--- src/rtl/seq_detector_param_if.sv ---
// seq_detector_param_if: config, serial-stream and result signals of the pattern detector
// master drives cfg_load/pattern/len/overlap/en/x/clr_count and observes z/count/cfg_err; slave is the detector side
interface seq_detector_param_if #(
    parameter int N = 8,
    parameter int LW = $clog2(N + 1),
    parameter int CNT_W = 16
);
    logic cfg_load, overlap, en, x, clr_count, z, cfg_err;
    logic [N-1:0] pattern;
    logic [LW-1:0] len;
    logic [CNT_W-1:0] count;
    modport master (output cfg_load, pattern, len, overlap, en, x, clr_count, input z, count, cfg_err);
    modport slave (input cfg_load, pattern, len, overlap, en, x, clr_count, output z, count, cfg_err);
endinterface

--- src/rtl/seq_detector_param.sv ---
// seq_detector_param: programmable Moore serial-pattern detector with overlap mode, saturating match counter and config-error flag
// clk rising edge; reset async active-low; bus (slave): cfg_load latches pattern/len/overlap, en samples x, clr_count clears count,
// z is the one-cycle match pulse, count the saturating match total, cfg_err flags a latched len of 0 or above N
module seq_detector_param #(
    parameter int N = 8,
    parameter int LW = $clog2(N + 1),
    parameter int CNT_W = 16
) (
    input logic clk,
    input logic reset,
    seq_detector_param_if.slave bus
);
    typedef enum logic [1:0] {FILL, HUNT, MATCH} state_t;
    state_t state, state_nx;
    // only N-1 old bits are ever visible in the next-state window, so the oldest bit is not stored
    logic [N-2:0] hist;
    logic [N-1:0] hist_nx, cfg_pat, mask;
    logic [LW-1:0] fill, fill_inc, cfg_len;
    logic cfg_ovl, cfg_err, hit;
    logic [CNT_W-1:0] count, cnt_base;

    always_comb begin
        hist_nx = {hist, bus.x};
        fill_inc = (fill >= LW'(N)) ? LW'(N) : fill + LW'(1);
        mask = (cfg_len >= LW'(N)) ? '1 : (N'(1) << cfg_len) - N'(1);
        hit = !cfg_err && fill_inc >= cfg_len && ((hist_nx ^ cfg_pat) & mask) == '0;
        cnt_base = bus.clr_count ? '0 : count;
    end

    always_comb begin
        state_nx = bus.cfg_load ? FILL :
                   bus.en ? (hit ? MATCH : (fill_inc >= cfg_len ? HUNT : FILL)) :
                   (fill >= cfg_len ? HUNT : FILL);
    end

    always_ff @(posedge clk or negedge reset) begin
        if (!reset) state <= FILL;
        else state <= state_nx;
    end

    always_comb begin
        bus.z = (state == MATCH);
        bus.count = count;
        bus.cfg_err = cfg_err;
    end

    always_ff @(posedge clk or negedge reset) begin
        if (!reset) begin
            hist <= '0;
            fill <= '0;
            cfg_pat <= '0;
            cfg_len <= '0;
            cfg_ovl <= 1'b0;
            cfg_err <= 1'b1;
            count <= '0;
        end else begin
            count <= (bus.en && !bus.cfg_load && hit && !(&cnt_base)) ? cnt_base + CNT_W'(1) : cnt_base;
            if (bus.cfg_load) begin
                cfg_pat <= bus.pattern;
                cfg_len <= bus.len;
                cfg_ovl <= bus.overlap;
                cfg_err <= bus.len == '0 || bus.len > LW'(N);
                hist <= '0;
                fill <= '0;
            end else if (bus.en) begin
                hist <= hist_nx[N-2:0];
                // non-overlap: a match consumes its bits, the next one needs cfg_len fresh samples
                fill <= (hit && !cfg_ovl) ? '0 : fill_inc;
            end
        end
    end
endmodule

--- src/flat_wrapper.sv ---
// flat-port wrapper written by rule: the top's interface ports become plain ports
module seq_detector_param_flat 
#(
    parameter int N = 8,
    parameter int LW = $clog2(N + 1),
    parameter int CNT_W = 16
)
  (clk, reset, bus_cfg_load, bus_pattern, bus_len, bus_overlap, bus_en, bus_x, bus_clr_count, bus_z, bus_count, bus_cfg_err);
  seq_detector_param_if #(.N(N), .LW(LW), .CNT_W(CNT_W)) bus_i ();
  input logic clk;
  input logic reset;
  input wire logic [$bits(bus_i.cfg_load)-1:0] bus_cfg_load;
  input wire logic [$bits(bus_i.pattern)-1:0] bus_pattern;
  input wire logic [$bits(bus_i.len)-1:0] bus_len;
  input wire logic [$bits(bus_i.overlap)-1:0] bus_overlap;
  input wire logic [$bits(bus_i.en)-1:0] bus_en;
  input wire logic [$bits(bus_i.x)-1:0] bus_x;
  input wire logic [$bits(bus_i.clr_count)-1:0] bus_clr_count;
  output wire logic [$bits(bus_i.z)-1:0] bus_z;
  output wire logic [$bits(bus_i.count)-1:0] bus_count;
  output wire logic [$bits(bus_i.cfg_err)-1:0] bus_cfg_err;
  assign bus_i.cfg_load = bus_cfg_load;
  assign bus_i.pattern = bus_pattern;
  assign bus_i.len = bus_len;
  assign bus_i.overlap = bus_overlap;
  assign bus_i.en = bus_en;
  assign bus_i.x = bus_x;
  assign bus_i.clr_count = bus_clr_count;
  assign bus_z = bus_i.z;
  assign bus_count = bus_i.count;
  assign bus_cfg_err = bus_i.cfg_err;
  seq_detector_param #(.N(N), .LW(LW), .CNT_W(CNT_W)) u_core (.clk(clk), .reset(reset), .bus(bus_i));
endmodule
--- config.mk ---
export PLATFORM = sky130hd
export DESIGN_NAME = seq_detector_param_flat
export DESIGN_NICKNAME = d
export VERILOG_FILES = /design/src/rtl/seq_detector_param_if.sv /design/src/rtl/seq_detector_param.sv /design/src/flat_wrapper.sv
export SDC_FILE = /design/constraint.sdc
export NUM_CORES = 1
export LEC_CHECK = 0
export BUFFER_PORTS_ARGS = -buffer_cell sky130_fd_sc_hd__buf_2
export CAP_MARGIN = 10
export CELL_PAD_IN_SITES_DETAIL_PLACEMENT = 1
export CELL_PAD_IN_SITES_GLOBAL_PLACEMENT = 2
export CORE_MARGIN = 1
export CORE_UTILIZATION = 39
export CTS_CLUSTER_SIZE = 16
export DETAILED_ROUTE_END_ITERATION = 7
export HOLD_SLACK_MARGIN = 0.12
export PLACE_DENSITY = 0.88
export SYNTH_ARGS = -nofsm -noshare
export SYNTH_HDL_FRONTEND = slang
export SYNTH_SLANG_ARGS = --single-unit
--- constraint.sdc ---
create_clock -name clk -period 4.5 [get_ports clk]
set_input_delay 1.125 -clock clk [delete_from_list [all_inputs] [get_ports clk]]
set_output_delay 1.125 -clock clk [all_outputs]
set_load 0.02 [all_outputs]
==> results by group <==
Setup path
  • Reg-to-Reg Start: u_core.cfg_len[2]
  • CP Buf/Inv Count: 0
  • Startpoint type of the worst setup path: register
  • Largest stage delay on the critical path: 0.59 ns
  • Critical Path RT: 4.69 ns
  • CP arrival: 3.62 ns
  • Slowest-stage cell, CP: or4_4
  • Critical-path cell list: or4_4 > ha_1 > xnor2_1 > a311oi_1 > o32a_1 > nand4_2 > nor4_1 > mux2_2
  • Critical path peak fanout: 24
  • Kind of cell adding the most delay to the critical path: simple AND/OR/NAND/NOR gates
  • Crit path from: u_core.cfg_len[2]
  • Worst setup EP type: register
  • WS Path Type: reg2reg

Timing
  • Setup TNS: 0 ns
  • Max transition margin: 0.353
  • Final Critical Period: 3.43 ns
  • Unrepaired setup endpoints after global routing: false
  • Least-Margin Pin Slew: 0.971 ns
  • Tcrit/Tclk final: 0.762
  • Worst clock skew: 0.00886 ns
  • Final hold viol count: 0
  • Final slew viol count: 0
  • Final setup violation count: 0
  • F_max: 292 MHz

Final layout
  • Synthesis-to-finish area growth: 12.2%
  • Most frequent cells in the layout: 42 x dfrtp_1, 36 x buf_2, 20 x nor2_1
  • Leading cell type in the layout, fill and taps excluded: dfrtp_1
  • Finished Layout Cells: 345
  • Filler Cell Count: 702
  • Nets: 300
  • N_diodes: 0
  • Layout cells sized above 1: 0.244

Worst hold path
  • Hold_sp: u_core.cfg_ovl
  • HP Class: reg2reg

Route
  • 1st-iter DRT viols: 50
  • Vias: 1864
  • Antenna-violating nets left: 0
  • DR pass1 iterations: 4
  • Post-route DRC: 0
  • Routed wire per std cell: 15.6 microns
  • Vias per cell: 5.40
  • Routed WL: 5400 microns

Power
  • Total power: 799 uW
  • Net Switching: 232 uW
  • Pleak: 1.26 nW
  • Clock network power share: 0.328
  • Sw Share: 0.291
  • Pwr/cell area: 290 nW/um^2
  • Sequential power share: 0.527
  • Comb power frac: 0.145
  • Internal power: 566 uW
  • Peak VDD IR: 0.160 mV

Yosys
  • Synth top area cells: dfrtp_1 43%, mux2_2 6.9%, ha_1 6.1%, xnor2_1 4.6%, mux2i_1 3.3%
  • Syn Inst Count: 239
  • Mapped Area: 2450 sq um
  • Seq/Total Area, Yosys: 0.439
  • Unique masters post-synth: 40
  • Syn Area/Cell: 10.3 sq um
  • Area leader, netlist: dfrtp_1
  • Flops & latches, synth: 43
  • Post-Syn Nets: 270
  • Yosys warnings: 0
  • Top cell type's share of synthesized area: 0.429

Floorplan
  • Rows: 28
  • Ports: 37
  • Core ar.: 5990 sq um
  • Die area: 6610 sq um
  • Initial Util: 0.409
  • Die height: 81.3 microns
  • Die Wd: 81.3 microns

GRT
  • Pin count of the biggest net entering global routing: 44
  • Initial antenna violation count: 0
  • Gr usage total: 0.180
  • First-pass GRT wire length: 8880 microns
  • GRT overflow: 0
  • Vias in the first global route: 1776

Clock tree
  • Setup Fix Bufs, Post-CTS: 0
  • CTS buffer count: 5
  • Deepest clock path buffer count: 2
  • Clock-pin slew on the worst setup and hold paths: 0.09 ns
  • Hold buffers post-CTS: 0
  • CTS resizes: 0
  • CTS Root Cell: clkbuf_8
  • Clock sinks: 43
  • Worst skew pair latency: 0.31 ns
  • H-tree levels: 2
  • CTS tree: yes

Placement
  • Placed Cells: 337
  • Port Buffers: 36
  • HPWL after detailed placement: 3840 microns
  • RePlAce Congestion: 0.724

Run
  • Maxcap violations: 0

Status
  • Status: completed
[layout make-up]
class / instances / area, sq um / area share
multi-input combinational: 175 / 1280 / 0.465
sequential: 43 / 1080 / 0.391
timing repair buffer: 36 / 180 / 0.0655
tap: 75 / 93.8 / 0.0341
clock buffer: 5 / 68.8 / 0.0250
inverter: 8 / 30.0 / 0.0109
clock inverter: 3 / 23.8 / 0.00864
[Yosys cell counts]
master and count:
dfrtp_1 42, nor2_1 20, mux2_2 15, xnor2_1 13
ha_1 12, a21oi_1 11, nor2b_1 11, nand2_1 9
inv_1 8, mux2i_1 8, nand2b_1 8, nand3_1 8
nor3_1 8, clkbuf_1 7, o21ai_0 6, o31ai_1 6
or4_1 6, and3_1 5, a32o_1 4, nor3b_1 4
nand4_1 3, a31o_2 2, buf_1 2, buf_2 2
buf_6 2, nor4_1 2, xor2_1 2, a2111o_1 1
a211oi_2 1, a21o_1 1, a311oi_1 1, a41o_1 1
and2_0 1, dfstp_2 1, nand4_2 1, nand4bb_1 1
o211ai_1 1, o32a_1 1, or2_2 1, or4_4 1
[power by group through the flow]
stage                     clock network [mW]  logic (mW)  registers (mW)
after CTS                              0.270       0.119           0.421
final                                  0.262       0.116           0.421
after global placement                     0       0.113           0.428
after floorplan                            0      0.0848           0.423
after global routing                   0.284       0.131           0.424
after detailed placement                   0       0.118           0.428
[kinds of logic (layout without fill, tap and decap cells)]
family          count (synthesis)  in the layout  share of synthesized area
compound gates                 36             36                      0.104
buf+inv                        21             52                     0.0393
fa+ha+maj                      12             12                     0.0612
xor+xnor                       15             15                     0.0536
mux                            23             23                      0.102
flops                          43             43                      0.439
simple gates                   89             89                      0.201
[routing by layer]
layer  global-route usage  wire, microns  vias to the layer above
met5                    0              0                        -
met2                0.272           2500                       23
met4               0.0589             68                        0
li1                     -              -                      916
met1                0.252           2690                      918
met3               0.0416            143                        7
[flip-flops by register name, indices dropped and copies added, names as in the netlist]
name / flops
u_core.fill: 4
u_core.state: 2
u_core.bus.cfg_err: 1
u_core.cfg_len: 4
u_core.bus.count: 16
u_core.cfg_pat: 8
u_core.cfg_ovl: 1
u_core.hist: 7
[worst paths after layout]
kind	cells after the start	slack [ns]	end
worst max-delay path	8	1.07	u_core.bus.count[13]
max in group asynchronous	1	2.93	u_core.bus.count[3]
worst min register to register	1	0.53	u_core.cfg_ovl
worst max register to register	8	1.07	u_core.bus.count[13]
min in group asynchronous	1	0.97	u_core.cfg_len[3]
worst min-delay path	1	0.53	u_core.cfg_ovl
[stage by stage]
step	area (sq um)	util	worst slack, ns	hold slack (ns)
5_1_grt	2750	0.459	0.893	0.542
6_report	2750	0.459	1.07	0.526
4_1_cts	2750	0.459	1.05	0.530
2_1_floorplan	2450	-	1.49	0.473
3_3_place_gp	2660	0.444	1.20	0.501
3_5_place_dp	2660	0.444	1.09	0.504
No activity file was read; power rests on OpenSTA's default activity.
